$ cat config.mk
export PLATFORM = sky130hd
export DESIGN_NAME = mem_port_arbiter
export DESIGN_NICKNAME = d
export VERILOG_FILES = /design/src/rtl/mem_port_arbiter.sv
export SDC_FILE = /design/constraint.sdc
export NUM_CORES = 1
export LEC_CHECK = 0
export CAP_MARGIN = 15
export CORE_UTILIZATION = 44
export CTS_CLUSTER_SIZE = 30
export DETAILED_ROUTE_END_ITERATION = 12
export HOLD_SLACK_MARGIN = 0.12
export PLACE_DENSITY = 0.83
export SLEW_MARGIN = 20
export SYNTH_ARGS = -nofsm -noshare
export SYNTH_HDL_FRONTEND = slang
export SYNTH_SLANG_ARGS = --single-unit
$ cat constraint.sdc
create_clock -name clk -period 3.7 [get_ports clk]
set_input_delay 0.74 -clock clk [delete_from_list [all_inputs] [get_ports clk]]
set_output_delay 0.74 -clock clk [all_outputs]
set_load 0.02 [all_outputs]
$ cat src/rtl/mem_port_arbiter.sv
`default_nettype none
// ---------------------------------------------------------------------------
// mem_port_arbiter: shares one memory port between fetch (IF) and the memory
// stage (MM). MM has priority with a bounded streak; transfers time out.
// Revision: 1.0
// ---------------------------------------------------------------------------
module mem_port_arbiter #(
  parameter int AW            = 16,
  parameter int DW            = 16,
  parameter int TIMEOUT       = 15,
  parameter int MAX_MM_STREAK = 4
) (
  input  logic          clk,
  input  logic          rst,
  input  logic          if_req,
  input  logic [AW-1:0] if_addr,
  output logic [DW-1:0] if_rdata,
  output logic          if_ack,
  output logic          if_busy,
  input  logic          mm_req,
  input  logic          mm_we,
  input  logic [AW-1:0] mm_addr,
  input  logic [DW-1:0] mm_wdata,
  output logic [DW-1:0] mm_rdata,
  output logic          mm_ack,
  output logic          mm_busy,
  output logic          mem_req,
  output logic          mem_we,
  output logic [AW-1:0] mem_addr,
  output logic [DW-1:0] mem_wdata,
  input  logic [DW-1:0] mem_rdata,
  input  logic          mem_rdy,
  output logic          bus_err
);

  localparam int TW = $clog2(TIMEOUT + 1);
  localparam int SW = $clog2(MAX_MM_STREAK + 1);
  localparam logic [TW-1:0] TCNT_LAST  = TW'(TIMEOUT - 1);
  localparam logic [TW-1:0] TCNT_MAX   = TW'(TIMEOUT);
  localparam logic [SW-1:0] STREAK_MAX = SW'(MAX_MM_STREAK);

  typedef enum logic [1:0] {
    IDLE    = 2'd0,
    IF_XFER = 2'd1,
    MM_XFER = 2'd2
  } state_t;

  state_t        state_q, state_d;
  logic          mem_req_q, mem_req_d;
  logic          mem_we_q, mem_we_d;
  logic [AW-1:0] mem_addr_q, mem_addr_d;
  logic [DW-1:0] mem_wdata_q, mem_wdata_d;
  logic          if_ack_q, if_ack_d;
  logic          mm_ack_q, mm_ack_d;
  logic [DW-1:0] if_rdata_q, if_rdata_d;
  logic [DW-1:0] mm_rdata_q, mm_rdata_d;
  logic          bus_err_q, bus_err_d;
  logic [SW-1:0] streak_q, streak_d;
  logic [TW-1:0] tcnt_q, tcnt_d;

  logic if_elig, mm_elig, grant_if, grant_mm, done, timed_out;

  always_comb begin
    state_d     = state_q;
    mem_req_d   = mem_req_q;
    mem_we_d    = mem_we_q;
    mem_addr_d  = mem_addr_q;
    mem_wdata_d = mem_wdata_q;
    if_rdata_d  = if_rdata_q;
    mm_rdata_d  = mm_rdata_q;
    streak_d    = streak_q;
    tcnt_d      = tcnt_q;
    if_ack_d    = 1'b0;
    mm_ack_d    = 1'b0;
    bus_err_d   = 1'b0;
    grant_if    = 1'b0;
    grant_mm    = 1'b0;
    done        = 1'b0;
    timed_out   = 1'b0;

    // A requester is not eligible in its own ack cycle, so it is never re-granted on a stale req.
    if_elig = if_req & ~if_ack_q;
    mm_elig = mm_req & ~mm_ack_q;

    case (state_q)
      IDLE: begin
        if (if_elig && mm_elig && (streak_q == STREAK_MAX)) begin
          grant_if = 1'b1;
        end else if (mm_elig) begin
          grant_mm = 1'b1;
        end else if (if_elig) begin
          grant_if = 1'b1;
        end
      end
      IF_XFER, MM_XFER: begin
        if (mem_rdy && mem_req_q) begin
          done = 1'b1;
        end else if (tcnt_q == TCNT_LAST) begin
          done      = 1'b1;
          timed_out = 1'b1;
        end else if (tcnt_q != TCNT_MAX) begin
          tcnt_d = tcnt_q + TW'(1);
        end
      end
      default: state_d = IDLE;
    endcase

    if (grant_if) begin
      state_d    = IF_XFER;
      mem_req_d  = 1'b1;
      mem_we_d   = 1'b0;
      mem_addr_d = if_addr;
      tcnt_d     = '0;
      streak_d   = '0;
    end
    if (grant_mm) begin
      state_d     = MM_XFER;
      mem_req_d   = 1'b1;
      mem_we_d    = mm_we;
      mem_addr_d  = mm_addr;
      mem_wdata_d = mm_wdata;
      tcnt_d      = '0;
      if (streak_q != STREAK_MAX) begin
        streak_d = streak_q + SW'(1);
      end
    end

    if (done) begin
      state_d   = IDLE;
      mem_req_d = 1'b0;
      mem_we_d  = 1'b0;
      bus_err_d = timed_out;
      if (state_q == IF_XFER) begin
        if_ack_d   = 1'b1;
        if_rdata_d = timed_out ? '0 : mem_rdata;
      end else begin
        mm_ack_d = 1'b1;
        // Write completions leave the previous load data in place.
        if (timed_out) begin
          mm_rdata_d = '0;
        end else if (!mem_we_q) begin
          mm_rdata_d = mem_rdata;
        end
      end
    end
  end

  always_ff @(posedge clk) begin
    if (rst) begin
      state_q     <= IDLE;
      mem_req_q   <= 1'b0;
      mem_we_q    <= 1'b0;
      mem_addr_q  <= '0;
      mem_wdata_q <= '0;
      if_ack_q    <= 1'b0;
      mm_ack_q    <= 1'b0;
      if_rdata_q  <= '0;
      mm_rdata_q  <= '0;
      bus_err_q   <= 1'b0;
      streak_q    <= '0;
      tcnt_q      <= '0;
    end else begin
      state_q     <= state_d;
      mem_req_q   <= mem_req_d;
      mem_we_q    <= mem_we_d;
      mem_addr_q  <= mem_addr_d;
      mem_wdata_q <= mem_wdata_d;
      if_ack_q    <= if_ack_d;
      mm_ack_q    <= mm_ack_d;
      if_rdata_q  <= if_rdata_d;
      mm_rdata_q  <= mm_rdata_d;
      bus_err_q   <= bus_err_d;
      streak_q    <= streak_d;
      tcnt_q      <= tcnt_d;
    end
  end

  assign mem_req   = mem_req_q;
  assign mem_we    = mem_we_q;
  assign mem_addr  = mem_addr_q;
  assign mem_wdata = mem_wdata_q;
  assign if_ack    = if_ack_q;
  assign mm_ack    = mm_ack_q;
  assign if_rdata  = if_rdata_q;
  assign mm_rdata  = mm_rdata_q;
  assign bus_err   = bus_err_q;
  assign if_busy   = if_req & ~if_ack_q;
  assign mm_busy   = mm_req & ~mm_ack_q;

endmodule
`default_nettype wire
# After elaboration in Yosys (flattened, before gate mapping)
# Index checks and enable logic that the tools add are counted.
# totals
input_bits	70
out_inout_bits	71
wordCells	75
reg_bits	78
# classes
n_mux	29
bitwise_logic	8
addsub	2
reduce_logical	14
eq_ne	9
# ops
operator	count
two-way mux 16 bit	5
two-way mux 1 bit	18
two-way mux 3 bit	3
OR reduction 3 bit	3
two-way mux 2 bit	3
inverter 1 bit	6
OR reduction 2 bit	3
adder 4 x 1 -> 4 bit, second input constant	1
equality test 4 bit, second input constant	1
!= test 2 x 1 -> 1 bit, second input constant	2
!= test 4 bit, second input constant	1
AND reduction 4 bit	1
adder 3 x 1 -> 3 bit, second input constant	1
equality test 3 bit, second input constant	1
logical AND 1 bit	3
!= test 3 x 1 -> 1 bit, second input constant	1
!= test 3 bit, second input constant	1
AND reduction 3 bit	1
bitwise AND 1 bit	2
equality test 2 x 1 -> 1 bit, second input constant	1
equality test 2 bit, second input constant	1
zero test 2 bit	1
AND reduction 2 bit	1
nonzero test 2 bit	1

# Longest topological paths before layout
# Gate-level depths: netlist of run 1.
# depth
ltp_word	9
mapped_depth	8
ltp_nobuf	6

# Worst setup path before layout of run 1
# No wires, ideal clock.
# synth_path
path_kind	input -> register
from	input port mm_req
to	register mem_addr_q[0], in the netlist mem_addr[0]
setup_time_ns	0.118
t_required_ns	3.582
path_slack_ns	1.912
path_stages	7
arrival_time_ns	1.670
n_path_buf	3
cell_sequence	nor2b_4 -> buf_6 -> and3_1 -> buf_6 -> buf_12 -> mux2i_1 -> o2bb2ai_1
# synth_via
elab_chain_len	6
elab_cells_between_ends	11
classes_between	mux (7); bitwise (1); reduce/logical (3)
# synth_lines
item	line	text
start, declared	20	input logic mm_req,
bitwise AND 1 bit (*)	--	
net mm_busy	26	output logic mm_busy,
logical AND 1 bit (2 in a row)	87	if (if_elig && mm_elig && (streak_q == STREAK_MAX)) begin
two-way mux 1 bit	87	
two-way mux 1 bit	85	case (state_q)
two-way mux 16 bit / nonzero test 2 bit (equally long branches)	--	
end signal, assigned	166	mem_addr_q <= mem_addr_d;
end, declared	51	logic [AW-1:0] mem_addr_q, mem_addr_d;
# Mark *: on every way through the listed nets, which the timed path passes. The rest lies on a longest branch.
# A chain may end at the register's enable or synchronous reset.

# Worst setup path after layout of run 1
# layout_path
from	input port mm_req
to	output port mm_busy
# layout_via
elab_chain_len	1
# layout_lines
item	line	text
bitwise AND 1 bit	188	assign mm_busy = mm_req & ~mm_ack_q;
end, declared	26	
# No other way between the ends.

==> results of run 1 <==
registers in the layout, summed over array words and instances (netlist names), 2 cells and up:
name       flops
if_rdata      16
mem_addr      16
mem_wdata     16
mm_rdata      16
state_q        2
streak_q       3
tcnt_q         4
area by class of cell:
class / count / area (sq um) / share of cell area
well taps: 80 / 100 / 0.0215
multi-input cells: 180 / 1310 / 0.282
clock inverters: 6 / 92.6 / 0.0199
inverters: 7 / 26.3 / 0.00564
flip-flops and latches: 78 / 1560 / 0.335
repair buffers: 143 / 1420 / 0.306
clock buffers: 10 / 138 / 0.0296
synth_stat cells (2+ instances only):
master | count | area [sq um]
buf_2 | 2 | 10.0
and3_1 | 2 | 12.5
mux2i_1 | 18 | 180
buf_6 | 8 | 90.1
nand3_1 | 4 | 20.0
nor2_1 | 7 | 26.3
a21oi_1 | 23 | 115
nand3_2 | 2 | 20.0
nand2_1 | 37 | 139
o2bb2ai_1 | 16 | 140
buf_4 | 3 | 22.5
nor3b_1 | 2 | 15.0
a22o_1 | 32 | 280
nand2b_1 | 3 | 18.8
inv_1 | 6 | 22.5
dfxtp_1 | 78 | 1560
nor3_1 | 3 | 15.0
buf_1 | 2 | 7.51
ha_1 | 7 | 87.6
per-layer routing:
layer,vias to the layer above,global-route usage
li1,1290,-
met1,1265,0.262
met2,125,0.359
met3,7,0.0837
met4,0,0.0667
met5,-,0
worst reg2reg max path, stage by stage (launching register included):
cell and delay (ns):
dfxtp_1 0.33, inv_1 0.10, ha_1 0.45, and3_1 0.39
buf_4 0.34, mux2i_1 0.27, o2bb2ai_1 0.10
cell families after synthesis:
group,synth area share
buffers and inverters,0.0590
XOR/XNOR,0.00573
flip-flops,0.511
multiplexers,0.0627
AND/OR/NAND/NOR,0.122
adder cells (fa/ha/maj),0.0287
AO/OA/AOI/OAI,0.211
power by group:
group | internal (mW) | switching (mW) | leakage [nW]
clock | 0.401 | 0.318 | 0.109
combinational | 0.211 | 0.205 | 0.997
sequential | 0.890 | 0.0327 | 0.636
total | 1.50 | 0.555 | 1.74
stage by stage:
step	utilization	instance area [sq um]	total power [mW]	std cells
4_1_cts	0.689	4660	2.07	504
3_3_place_gp	0.655	4430	1.35	488
6_report	0.689	4660	2.06	504
5_1_grt	0.689	4660	2.14	504
2_1_floorplan	-	3060	1.17	282
3_5_place_dp	0.655	4430	1.35	488
how the worst max path moves through the flow:
| stage | startpoint | endpoint |
|---|---|---|
| 2_1_floorplan | mm_req | mem_addr[0]$_SDFFE_PP0P_ |
| 5_1_grt | mm_req | mm_busy |
| 4_1_cts | mm_req | mm_busy |
| 3_3_place_gp | mm_req | mm_busy |
| 6_report | mm_req | mm_busy |
| 3_5_place_dp | mm_req | mm_busy |
==> impl_metrics.json, run 1 <==
{
  "outcome": "finished clean",
  "dp_hpwl_mm": 5.43,
  "initial_utilization": 0.452,
  "ys_seq_area_frac": 0.511,
  "root_buffer": "clkbuf_8",
  "die_area_sq_mm": 0.00728,
  "slew_viol_final": 0,
  "path_max_fanout": 9,
  "critPathKind": "input pin to output port",
  "synthFlopType": "dfxtp_1",
  "layout-drive-gt1-share": 0.0778,
  "synth_area_sq_mm": 0.00306,
  "cts_resized": 0,
  "whs_endpoint": "mem_wdata[13]$_SDFFE_PP0P_",
  "top_layer_used": "met4",
  "antenna_left": 0,
  "fin_ws_ns": 0.857,
  "r2r_end": "mem_addr[9]$_SDFFE_PP0P_",
  "ys_seq_elements": 78,
  "rr_worst_depth": 6,
  "cpMaxStageDelayCell": "clkdlybuf4s50_1",
  "ys_types": 46,
  "wl_met3_um": 686,
  "num_io_pins": 141,
  "postCtsHoldBufs": 0,
  "grt_max_degree": 25,
  "cellPowerDensity_mw_per_mm2": 442,
  "critPathCaptureType": "output port",
  "core_area_sq_mm": 0.00676,
  "worstPathCellList": "clkdlybuf4s50_1, nor2b_4, clkdlybuf4s50_1",
  "syn_to_final_growth_pct": 52.4,
  "num_rows": 30,
  "synthCells": 282,
  "whs_path_depth": 2,
  "track_usage": 0.217,
  "cts_inserted_buffers": 9,
  "timing.final.crit_share": 0.768,
  "drc_errors": 0,
  "gp_congestion": 0.739,
  "drt-initial-drc-count": 137,
  "synth_fp_nets": 359,
  "wl_met2_mm": 3.66,
  "cp.arrival_ns": 2.10,
  "io_buffers": 140,
  "worstMarginPinSlew_ns": 0.921,
  "cp.required_ns": 2.96,
  "final_net_count": 496,
  "cp_num_cells": 3,
  "async_reset_ff_frac": 0,
  "final_common_cell": "clkdlybuf4s50_1",
  "min_path_type": "flop to flop",
  "cts_tree": "done",
  "insertion_delay_ns": 0.35,
  "worstReg2RegStart": "state_q[1]$_SDFFE_PP0P_",
  "maxCapViolations": 0,
  "routed_wl_mm": 7.74,
  "via_per_inst": 5.33,
  "hp-start": "mem_wdata[13]$_SDFFE_PP0P_",
  "grt_overflow": 0,
  "holdWs_ns": 0.459,
  "vias": 2687,
  "cp.buffers_inverters": 2,
  "clock_skew_ns": 0.00761,
  "yosys_warnings": 0,
  "final_cell_mix": "140 x clkdlybuf4s50_1, 78 x dfxtp_1, 37 x nand2_1",
  "cts_setup_buffers": 0,
  "rrSetupSlack_ns": 1.60,
  "n_fill_cell": 524,
  "crit_path_start_kind": "input pin",
  "vdd_ir_drop_max_uv": 241,
  "clockBufferDepth": 2,
  "setup-tns-final_ns": 0,
  "wl_per_cell_um": 15.4,
  "slew-limit-headroom": 0.381,
  "min_period_ns": 2.84,
  "setup_viol": 0,
  "wl_met1_mm": 3.32,
  "cts.sinks": 78,
  "die_w_um": 85.3,
  "grt_pass1_wl_mm": 12.4,
  "place_worst_setup_slack_ns": 0.862,
  "avgSynthCellArea_sq_um": 10.8,
  "antenna_found_initial": 0,
  "antenna_cells": 0,
  "clk_pin_slew_ns": 0.07,
  "hold_violations": 0,
  "grt_setup_unrepaired": "no",
  "critPathMaxStageDelay_ns": 0.65,
  "die_h_um": 85.3,
  "synth-edff-count": 0,
  "cpLargestDelayFamily": "buffers and inverters",
  "first_global_vias": 2592,
  "max_freq_mhz": 352,
  "p_leak_nw": 1.74,
  "drt-pass1-iter-count": 4,
  "h-tree-depth": 3,
  "cp_common_cell": "clkdlybuf4s50_1"
}
Power figures use the tool's default switching activity.
==> run 2: changes to the inputs <==
--- a/config.mk
+++ b/config.mk
@@ -6,11 +6,11 @@
 export NUM_CORES = 1
 export LEC_CHECK = 0
 export CAP_MARGIN = 15
-export CORE_UTILIZATION = 44
+export CORE_UTILIZATION = 41
 export CTS_CLUSTER_SIZE = 30
 export DETAILED_ROUTE_END_ITERATION = 12
 export HOLD_SLACK_MARGIN = 0.12
-export PLACE_DENSITY = 0.83
+export PLACE_DENSITY = 0.78
 export SLEW_MARGIN = 20
 export SYNTH_ARGS = -nofsm -noshare
 export SYNTH_HDL_FRONTEND = slang
==> constraint.sdc (replaced) <==
create_clock -name clk -period 2.9 [get_ports clk]
set_input_delay 0.58 -clock clk [delete_from_list [all_inputs] [get_ports clk]]
set_output_delay 0.58 -clock clk [all_outputs]
set_load 0.02 [all_outputs]
==> run 2 against run 1 <==
Net effect: sequential power grew 28%; non-clock buffer count did not move; cell area increased by 0.64%; critical path type unchanged; critical endpoint unchanged; first-iteration DRC count decreased by 34%; flip-flop and latch count stayed put; critical path depth unchanged; cell count rose by 3.8%; global-route usage shrank 2.0 points; wire length is 1.2% lower; worst setup slack lost 0.50 ns.
==> impl_metrics.json, run 2 (synthesis results as in run 1) <==
{
  "outcome": "finished clean",
  "cp.buffers_inverters": 2,
  "min_period_ns": 2.54,
  "cts_resized": 0,
  "num_io_pins": 141,
  "wl_per_cell_um": 14.6,
  "track_usage": 0.197,
  "grt_pass1_wl_mm": 11.8,
  "antenna_found_initial": 0,
  "critPathMaxStageDelay_ns": 0.66,
  "place_worst_setup_slack_ns": 0.373,
  "critPathKind": "input pin to output port",
  "grt_overflow": 0,
  "drt-pass1-iter-count": 4,
  "cpLargestDelayFamily": "buffers and inverters",
  "slew_viol_final": 0,
  "antenna_left": 0,
  "grt_setup_unrepaired": "no",
  "cp_common_cell": "clkdlybuf4s50_1",
  "fin_ws_ns": 0.359,
  "p_leak_nw": 1.75,
  "syn_to_final_growth_pct": 53.4,
  "postCtsHoldBufs": 0,
  "critPathCaptureType": "output port",
  "via_per_inst": 5.07,
  "drc_errors": 0,
  "first_global_vias": 2524,
  "maxCapViolations": 0,
  "initial_utilization": 0.424,
  "vias": 2649,
  "layout-drive-gt1-share": 0.0755,
  "gp_congestion": 0.708,
  "antenna_cells": 0,
  "cellPowerDensity_mw_per_mm2": 556,
  "drt-initial-drc-count": 91,
  "routed_wl_mm": 7.65,
  "clock_skew_ns": 0.0113,
  "crit_path_start_kind": "input pin",
  "setup_viol": 0,
  "setup-tns-final_ns": 0,
  "cp.required_ns": 2.32,
  "h-tree-depth": 3,
  "die_w_um": 88.3,
  "insertion_delay_ns": 0.34,
  "core_area_sq_mm": 0.00721,
  "worstMarginPinSlew_ns": 0.773,
  "io_buffers": 140,
  "clockBufferDepth": 2,
  "root_buffer": "clkbuf_8",
  "worstPathCellList": "clkdlybuf4s50_1, nor2b_4, clkdlybuf4s50_1",
  "fin_cells": 523,
  "cpMaxStageDelayCell": "clkdlybuf4s50_1",
  "num_rows": 31,
  "cts_tree": "done",
  "final_cell_mix": "140 x clkdlybuf4s50_1, 78 x dfxtp_1, 37 x nand2_1",
  "post_dp_cell_area_sq_mm": 0.00446,
  "vdd_ir_drop_max_uv": 243,
  "cts_inserted_buffers": 9,
  "timing.final.crit_share": 0.876,
  "holdWs_ns": 0.461,
  "final_net_count": 496,
  "final_common_cell": "clkdlybuf4s50_1",
  "max_freq_mhz": 394,
  "power_mw": 2.60,
  "min_path_type": "flop to flop",
  "cp.arrival_ns": 1.96,
  "path_max_fanout": 9,
  "cts.sinks": 78,
  "grt_max_degree": 31,
  "clk_pin_slew_ns": 0.08,
  "utilization": 0.649,
  "cts_setup_buffers": 0,
  "dp_cells": 507,
  "die_h_um": 88.3,
  "die_area_sq_mm": 0.00780,
  "fin_area_sq_mm": 0.00469,
  "slew-limit-headroom": 0.483,
  "dp_hpwl_mm": 5.53,
  "hold_violations": 0
}
==> run 2: cell count changes in the layout (fill, tap and decap cells not counted) <==
cell	delta
buf_12	+1
buf_4	-1
clkbuf_1	+1
clkinv_2	+1
clkinv_4	+1
clkinvlp_4	-2
inv_6	-1
==> run 2: report_power, final <==
part / switching, mW / internal, mW / total (mW) / leakage [nW]
Combinational: 0.258 / 0.272 / 0.530 / 1.00
Sequential: 0.0407 / 1.14 / 1.18 / 0.636
Clock: 0.388 / 0.510 / 0.898 / 0.113
Total: 0.687 / 1.92 / 2.60 / 1.75
==> run 2: final timing paths <==
| check | start | to | depth (start not counted) | slack, ns |
|---|---|---|---|---|
| worst max-delay path | mm_req | mm_busy | 3 | 0.36 |
| worst min-delay path | mem_wdata[10]$_SDFFE_PP0P_ | mem_wdata[10]$_SDFFE_PP0P_ | 2 | 0.46 |
| worst max register to register | state_q[0]$_SDFFE_PP0P_ | if_rdata[2]$_SDFFE_PP0P_ | 5 | 0.97 |
| worst min register to register | mem_wdata[10]$_SDFFE_PP0P_ | mem_wdata[10]$_SDFFE_PP0P_ | 2 | 0.46 |
==> run 2: cell type report <==
class                      instances  area, sq um
clock inverter                     5         82.6
multi-input combinational        180         1310
clock buffer                      11          141
tap                               99          124
sequential                        78         1560
inverter                           7         26.3
timing repair buffer             143         1440
fill                             618         2530
==> run 2: metal layers <==
metal  global-route usage  wire (um)  vias to the layer above
met4               0.0484         19                        0
met2                0.317       3710                      109
li1                     -          -                     1287
met5                    0          0                        -
met3               0.0951        765                        2
met1                0.237       3150                     1251
==> run 2: worst reg2reg max path, cell delays in order, from the launching register on <==
cell and delay, ns:
dfxtp_1 0.38, inv_1 0.06, ha_1 0.41, nand3_2 0.15
nor2_2 0.62, a22o_1 0.26
==> run 3: changes to the inputs <==
--- a/config.mk
+++ b/config.mk
@@ -5,7 +5,7 @@
 export SDC_FILE = /design/constraint.sdc
 export NUM_CORES = 1
 export LEC_CHECK = 0
-export CAP_MARGIN = 15
+export CAP_MARGIN = 25
 export CORE_UTILIZATION = 41
 export CTS_CLUSTER_SIZE = 30
 export DETAILED_ROUTE_END_ITERATION = 12
==> results of run 3 <==
Final layout, timing and power as in run 2 (identical DEF).
